<file path="config.mk">
export PLATFORM = sky130hd
export DESIGN_NAME = ifetch_queue
export DESIGN_NICKNAME = d
export VERILOG_FILES = /design/src/rtl/ifetch_queue_pkg.sv /design/src/rtl/ifetch_queue_fetch_fifo.sv /design/src/rtl/ifetch_queue.sv
export SDC_FILE = /design/constraint.sdc
export NUM_CORES = 1
export LEC_CHECK = 0
export BUFFER_PORTS_ARGS = -buffer_cell sky130_fd_sc_hd__buf_2
export CORE_MARGIN = 10
export CORE_UTILIZATION = 49
export CTS_BUF_LIST = sky130_fd_sc_hd__clkbuf_4 sky130_fd_sc_hd__clkbuf_8
export DETAILED_ROUTE_END_ITERATION = 10
export PLACE_DENSITY = 0.76
export SLEW_MARGIN = 10
export SYNTH_ARGS = -nofsm -noshare
export SYNTH_HDL_FRONTEND = slang
export SYNTH_SLANG_ARGS = --single-unit
</file>
<file path="constraint.sdc">
create_clock -name clk -period 14.55 [get_ports clk]
set_input_delay 4.365 -clock clk [delete_from_list [all_inputs] [get_ports clk]]
set_output_delay 4.365 -clock clk [all_outputs]
set_load 0.02 [all_outputs]
</file>
<file path="src/rtl/ifetch_queue_pkg.sv">
// Shared definitions for the instruction-fetch front end: widths, PC step and FSM encodings.
package ifetch_queue_pkg;

  localparam int WORD_W  = 64;
  localparam int INSTR_W = 32;
  localparam int PC_INC  = 4;

  typedef enum logic [1:0] {
    IF_IDLE  = 2'd0,
    IF_RUN   = 2'd1,
    IF_FLUSH = 2'd2
  } if_state_e;

  function automatic logic [31:0] sat_add32(input logic [31:0] a, input logic [31:0] b);
    logic [32:0] s;
    s = {1'b0, a} + {1'b0, b};
    return s[32] ? 32'hFFFF_FFFF : s[31:0];
  endfunction

endpackage

</file>
<file path="src/rtl/ifetch_queue_fetch_fifo.sv">
// Prefetch FIFO holding {instruction, address} pairs; clear wins over push and pop.
module ifetch_queue_fetch_fifo #(
  parameter int DEPTH = 4,
  parameter int DW    = 32,
  parameter int AW    = 64,
  localparam int PW   = $clog2(DEPTH),
  localparam int CW   = PW + 1
) (
  input  logic          clk,
  input  logic          rst,
  input  logic          push_i,
  input  logic [DW-1:0] push_data_i,
  input  logic [AW-1:0] push_addr_i,
  input  logic          pop_i,
  input  logic          clear_i,
  output logic [CW-1:0] count_o,
  output logic [DW-1:0] head_data_o,
  output logic [AW-1:0] head_addr_o
);

  logic [DW-1:0] data_q [DEPTH];
  logic [AW-1:0] addr_q [DEPTH];
  logic [PW-1:0] rd_q, wr_q;
  logic [CW-1:0] count_q;
  logic          do_pop;

  assign do_pop = pop_i && (count_q != '0);

  always_ff @(posedge clk or posedge rst) begin
    if (rst) begin
      rd_q    <= '0;
      wr_q    <= '0;
      count_q <= '0;
    end else if (clear_i) begin
      rd_q    <= '0;
      wr_q    <= '0;
      count_q <= '0;
    end else begin
      wr_q    <= push_i ? wr_q + PW'(1) : wr_q;
      rd_q    <= do_pop ? rd_q + PW'(1) : rd_q;
      count_q <= count_q + CW'(push_i) - CW'(do_pop);
    end
  end

  // Payload storage needs no reset: the head is only observed while count is non-zero.
  always_ff @(posedge clk) begin
    if (push_i && !clear_i) begin
      data_q[wr_q] <= push_data_i;
      addr_q[wr_q] <= push_addr_i;
    end
  end

  assign count_o     = count_q;
  assign head_data_o = data_q[rd_q];
  assign head_addr_o = addr_q[rd_q];

endmodule

</file>
<file path="src/rtl/ifetch_queue.sv">
// Instruction-fetch front end: credit-limited word fetches, prefetch FIFO, branch redirect with stale drop.
// Defining FETCH_STATS_EN adds saturating stat_fetched / stat_flushed counter outputs.
module ifetch_queue
  import ifetch_queue_pkg::*;
#(
  parameter int              WORD        = WORD_W,
  parameter int              INSTR_LEN   = INSTR_W,
  parameter int              QUEUE_DEPTH = 4,
  parameter logic [WORD-1:0] RESET_PC    = '0
) (
  input  logic                 clk,
  input  logic                 reset,
  output logic                 imem_req_valid,
  input  logic                 imem_req_ready,
  output logic [WORD-1:0]      imem_req_addr,
  input  logic                 imem_rsp_valid,
  input  logic [INSTR_LEN-1:0] imem_rsp_data,
  output logic                 instr_valid,
  input  logic                 instr_ready,
  output logic [INSTR_LEN-1:0] Instruction,
  output logic [WORD-1:0]      PC,
  output logic [WORD-1:0]      nPC,
  input  logic                 branch_taken,
  input  logic [WORD-1:0]      branch_target
`ifdef FETCH_STATS_EN
  ,
  output logic [31:0]          stat_fetched,
  output logic [31:0]          stat_flushed
`endif
);

  localparam int CW = $clog2(QUEUE_DEPTH) + 1;

  if_state_e            state_q, state_d;
  logic [WORD-1:0]      fetch_pc_q, fetch_pc_d, push_pc_q, push_pc_d, target;
  logic [CW-1:0]        outst_q, outst_d, drop_q, drop_d, fifo_count, count_d;
  logic                 req_valid_q, req_valid_d;
  logic                 req_hs, rsp_drop, push, pop, credit_ok;
  logic [INSTR_LEN-1:0] head_data;
  logic [WORD-1:0]      head_addr;

  assign target      = branch_target & ~WORD'(3);
  assign instr_valid = (fifo_count != '0);

  // Next-state: every response during a redirect or while drop_q is non-zero is stale.
  always_comb begin
    req_hs     = req_valid_q & imem_req_ready;
    rsp_drop   = imem_rsp_valid & (branch_taken | (drop_q != '0));
    push       = imem_rsp_valid & ~rsp_drop;
    pop        = instr_valid & instr_ready & ~branch_taken;
    outst_d    = outst_q + CW'(req_hs) - CW'(imem_rsp_valid);
    count_d    = branch_taken ? '0 : fifo_count + CW'(push) - CW'(pop);
    if (branch_taken) begin
      fetch_pc_d = target;
      push_pc_d  = target;
      drop_d     = outst_d;
    end else begin
      fetch_pc_d = req_hs   ? fetch_pc_q + WORD'(PC_INC) : fetch_pc_q;
      push_pc_d  = push     ? push_pc_q + WORD'(PC_INC)  : push_pc_q;
      drop_d     = rsp_drop ? drop_q - CW'(1)            : drop_q;
    end
    case (state_q)
      IF_IDLE:  state_d = IF_RUN;
      IF_RUN:   state_d = (branch_taken && outst_d != '0) ? IF_FLUSH : IF_RUN;
      IF_FLUSH: state_d = (!branch_taken && drop_d == '0) ? IF_RUN : IF_FLUSH;
      default:  state_d = IF_IDLE;
    endcase
    credit_ok = ({1'b0, count_d} + {1'b0, outst_d}) < (CW+1)'(QUEUE_DEPTH);
    if (branch_taken) begin
      req_valid_d = 1'b0;
    end else if (req_valid_q && !imem_req_ready) begin
      req_valid_d = 1'b1;
    end else begin
      req_valid_d = (state_d == IF_RUN) && credit_ok;
    end
  end

  always_ff @(posedge clk or posedge reset) begin
    if (reset) begin
      state_q     <= IF_IDLE;
      fetch_pc_q  <= RESET_PC;
      push_pc_q   <= RESET_PC;
      outst_q     <= '0;
      drop_q      <= '0;
      req_valid_q <= 1'b0;
    end else begin
      state_q     <= state_d;
      fetch_pc_q  <= fetch_pc_d;
      push_pc_q   <= push_pc_d;
      outst_q     <= outst_d;
      drop_q      <= drop_d;
      req_valid_q <= req_valid_d;
    end
  end

  ifetch_queue_fetch_fifo #(
    .DEPTH (QUEUE_DEPTH),
    .DW    (INSTR_LEN),
    .AW    (WORD)
  ) u_fifo (
    .clk         (clk),
    .rst         (reset),
    .push_i      (push),
    .push_data_i (imem_rsp_data),
    .push_addr_i (push_pc_q),
    .pop_i       (pop),
    .clear_i     (branch_taken),
    .count_o     (fifo_count),
    .head_data_o (head_data),
    .head_addr_o (head_addr)
  );

  assign imem_req_valid = req_valid_q;
  assign imem_req_addr  = fetch_pc_q;
  assign Instruction    = instr_valid ? head_data : '0;
  assign PC             = instr_valid ? head_addr : '0;
  assign nPC            = instr_valid ? head_addr + WORD'(PC_INC) : '0;

`ifdef FETCH_STATS_EN
  logic [31:0]   stat_fetched_q, stat_flushed_q;
  logic [CW-1:0] flush_inc;

  assign flush_inc = (branch_taken ? fifo_count : '0) + CW'(rsp_drop);

  // Discarded work = FIFO entries cleared by a redirect plus every dropped response.
  always_ff @(posedge clk or posedge reset) begin
    if (reset) begin
      stat_fetched_q <= 32'd0;
      stat_flushed_q <= 32'd0;
    end else begin
      stat_fetched_q <= sat_add32(stat_fetched_q, 32'(pop));
      stat_flushed_q <= sat_add32(stat_flushed_q, 32'(flush_inc));
    end
  end

  assign stat_fetched = stat_fetched_q;
  assign stat_flushed = stat_flushed_q;
`endif

endmodule

</file>
==> results.txt <==
* Worst-case vdd ir drop: around 0.065 mV
- Half-perimeter wire length after detailed placement: 44.3 mm
* Share of cell area taken by muxes after synthesis: 0.132
- The biggest area contributor in the post-synthesis netlist is sky130_fd_sc_hd__edfxtp_1.
* Post-CTS Repair Setup Buffers: 0
- After synthesis, the largest family of logic cells by area is multiplexers.
- Number of antenna violations at the first check in global routing: 3
* CTS tree: yes
* Total via count after detailed routing: 16100
* Post-Place Setup Slack: about 5200 ps
- The die is 241 microns tall.
* Hold Violations, Final: 0
* Worst hold-check path type: flop to flop
- Compound-cell area share of the yosys netlist: 0.0302
* Top-level I/O count: 328
* Crit path launch type: flop
- Using the TritonRoute via totals, the vias-per-cell ratio works out to 5.76.
- The synthesized netlist contains 64 unique library cells.
* Max_slew headroom: 0.220
* Library cell with the highest instance count after synthesis: sky130_fd_sc_hd__edfxtp_1
- Total setup violations reported at the end of the flow: 0
- The run finished with clean final reports.
- Maximum fanout count along the critical path: 38
- In the routed design, unresolved DRC markers number 0.
- Fraction of the yosys area taken by sequential cells: 0.616
- Antenna Nets Post-Route: 0
- The initial utilization of the core area, before any placement, comes to 0.493.
- Post-Synth Simple-Gate Area: 0.132
- The commonest cells after synthesis are sky130_fd_sc_hd__edfxtp_1 (376), sky130_fd_sc_hd__dfrtp_1 (140), sky130_fd_sc_hd__nor2_1 (119).
- Number of clock buffers inserted by TritonCTS: 86
* Final period demand of the worst path: 9870 ps
- Synthesis inferred 516 register bits.
* Final weighted congestion of routability-driven global placement: 0.889
- Entering global routing, the biggest net connects 86 pins.
- The die covers between 0.05 and 0.06 sq mm.
- For this run, asynchronously set or reset flops after synthesis account for 0.271.
- Area grow syn2layout: 16.4%
- H-tree levels: 3
- Data arrives at the worst endpoint at 5500 ps.
* Final net count: 2180
- During placement, the flow inserted port buffers numbering 319.
- After the first detailed-routing iteration, the DRC count stood at 1261.
- Each instance of the synthesized netlist takes up on average 14.0 sq um.
- Floorplan row count: 81
- The tool flagged a number of max-cap violations equal to 0.
- Class of the most critical setup path: flop to output port
- The repair_antennas step left the layout with diodes totalling 0.
- Power spread over the standard cell area amounts to approximately 150 mW/mm^2.
- Cells after Synth: 1719
- Of the available clock period, the critical path in the final layout requires 0.678.
- Setup repair after global routing left no endpoint under its margin.
* Number of inserted filler cells in the final layout: 3914
- Yosys printed 0 warnings.
* Endpoint required time on the critical path: about 10000 ps
* Worst R2R Setup Slack: 10990 ps
- Adding up every negative setup slack in the final design gives 0 ps.
* Main area contributors after synthesis: sky130_fd_sc_hd__edfxtp_1 (47%), sky130_fd_sc_hd__dfrtp_1 (15%), sky130_fd_sc_hd__mux4_2 (8.5%)
- For the pin with the worst max-slew slack, the measured transition is 1160 ps.
- Summing every instance area after synthesis gives 0.0240 sq mm.
- End of the worst register-to-register path: imem_req_valid$_DFF_PP0_
- Final Max Slew Viols: 0
* Length of the first detailed-routing pass in iterations: 6
- Buffers inserted to repair hold after CTS numbered 0.
- Final setup skew: 26.7 ps
- Routed length per instance: 22.8 microns
* Endpoint of the worst setup timing path: nPC[44]
- Maximum buffer depth of the clock tree: 3
* Layout cell share with drive strength beyond 1: 0.325
- Post-synthesis xor/xnor area fraction: 0.0523
- Clock root buffer: sky130_fd_sc_hd__clkbuf_8
- The worst setup path is captured at an output port.
* Post-Route WL: 63.7 mm
- Number of synthesized flops with an enable pin: 376
- Lkg Pwr: roughly 10 nW
* Synth Flop Type: sky130_fd_sc_hd__edfxtp_1
* Core Footprint: 0.0487 sq mm
- Total of cells resized after clock tree synthesis: 0
- Gr ovfl total: 0
- Sink Count: 516
- Post-synthesis adder-cell area fraction: 0.0102
- In this run the critical register-to-register path is launched from u_fifo.count_o[2]$_DFF_PP0_.
* Global-route usage over all layers: 0.215
* Die width: 241 microns
- The worst register-to-register path has a depth of 14.
- For this run, the top clock speed supported by timing is 101 MHz.
* Area share of the largest cell type after synthesis: 0.470
* Worst-Skew Late Latency: 670 ps
- Wire length of the first global-routing pass: 95.8 mm
- Start point of the critical path: u_fifo.rd_q[0]$_DFFE_PP0P_
- Across all setup checks in the final design, the least slack found is 4680 ps.
- Clock Pin Slew Worst Setup and Hold Paths: 60 ps
* Vias in the first global route: between 15000 and 20000
critical path, stage by stage, from the launching register on:
cell                       delay (ps)
sky130_fd_sc_hd__dfrtp_4          810
sky130_fd_sc_hd__buf_4            720
sky130_fd_sc_hd__mux4_2           460
sky130_fd_sc_hd__ha_1             230
sky130_fd_sc_hd__nand4_1          220
sky130_fd_sc_hd__or3_1            590
sky130_fd_sc_hd__nor3_1          1000
sky130_fd_sc_hd__nand4b_1         240
sky130_fd_sc_hd__mux2_2           350
sky130_fd_sc_hd__buf_2            160
power by group:
group	internal [mW]	switching (mW)	leakage, nW	total [mW]
Sequential	1.68	0.104	5.02	1.78
Combinational	0.387	0.646	4.35	1.03
Clock	0.738	0.572	0.935	1.31
Total	2.80	1.32	10.3	4.13
cell usage in the layout (no fill, tap or decap), drive strengths merged, types with 4 or more instances in the layout:
cell type / n
and4: 11
nor3: 35
and2: 90
conb: 6
o21a: 8
o31ai: 10
or4: 18
nor4: 32
edfxtp: 376
and3: 31
o21ai: 26
dfrtp: 140
clkbuf: 129
nand3: 73
ha: 18
mux2: 90
mux2i: 12
o211ai: 4
nand4: 59
clkinv: 19
nor2: 119
xor2: 48
a21oi: 47
or2: 4
o311ai: 4
a31oi: 8
mux4: 91
or3: 23
inv: 50
nand2: 75
nand2b: 4
buf: 337
xnor2: 93
metrics by stage:
step           hold WS, ps  power, mW  area [sq um]   util  cells
4_1_cts                501       4.17         28000  0.574   2790
2_1_floorplan          449       2.50         24000      -   1724
5_1_grt                527       4.32         28000  0.574   2790
6_report               505       4.13         28000  0.574   2790
3_3_place_gp           462       2.83         26200  0.538   2635
3_5_place_dp           486       2.86         26200  0.538   2635
logic make-up (layout without fill, tap and decap cells):
logic type	Yosys count	in the layout
simple gates	589	589
flops	516	516
mux	193	193
xor+xnor	142	142
buf+inv	139	541
compound gates	120	120
fa+ha+maj	19	19
other cells	1	6
worst min path at each step:
stage,from,to,cells past startpoint
2_1_floorplan,state_q[0]$_DFF_PP0_,state_q[1]$_DFF_PP0_,1
3_5_place_dp,state_q[0]$_DFF_PP0_,state_q[1]$_DFF_PP0_,1
6_report,state_q[0]$_DFF_PP0_,state_q[1]$_DFF_PP0_,1
3_3_place_gp,state_q[0]$_DFF_PP0_,state_q[1]$_DFF_PP0_,1
5_1_grt,state_q[0]$_DFF_PP0_,state_q[1]$_DFF_PP0_,1
4_1_cts,state_q[0]$_DFF_PP0_,state_q[1]$_DFF_PP0_,1
layout make-up:
type / count / area, sq um / share of cell area
Inverter: 49 / 191 / 0.00684
Timing Repair Buffer: 337 / 1730 / 0.0619
Clock inverter: 26 / 203 / 0.00725
Clock buffer: 129 / 1560 / 0.0559
Tap cell: 664 / 831 / 0.0297
Multi-Input combinational cell: 1069 / 8650 / 0.309
Sequential cell: 516 / 14800 / 0.529
per-layer routing:
metal / track usage / vias up / routed length, microns
li1: - / 7172 / -
met1: 0.293 / 8130 / 26800
met2: 0.330 / 651 / 29500
met3: 0.0504 / 117 / 5540
met4: 0.0836 / 4 / 1880
met5: 0 / - / 31
flip-flops by register name (all words and copies together), names as in the netlist:
name            flops
u_fifo.rd_q         2
imem_req_addr      62
u_fifo.count_o      3
state_q             2
imem_req_valid      1
u_fifo.wr_q         2
u_fifo.data_q     128
push_pc_q          62
outst_q             3
u_fifo.addr_q     248
drop_q              3
Power figures use the tool's default switching activity.
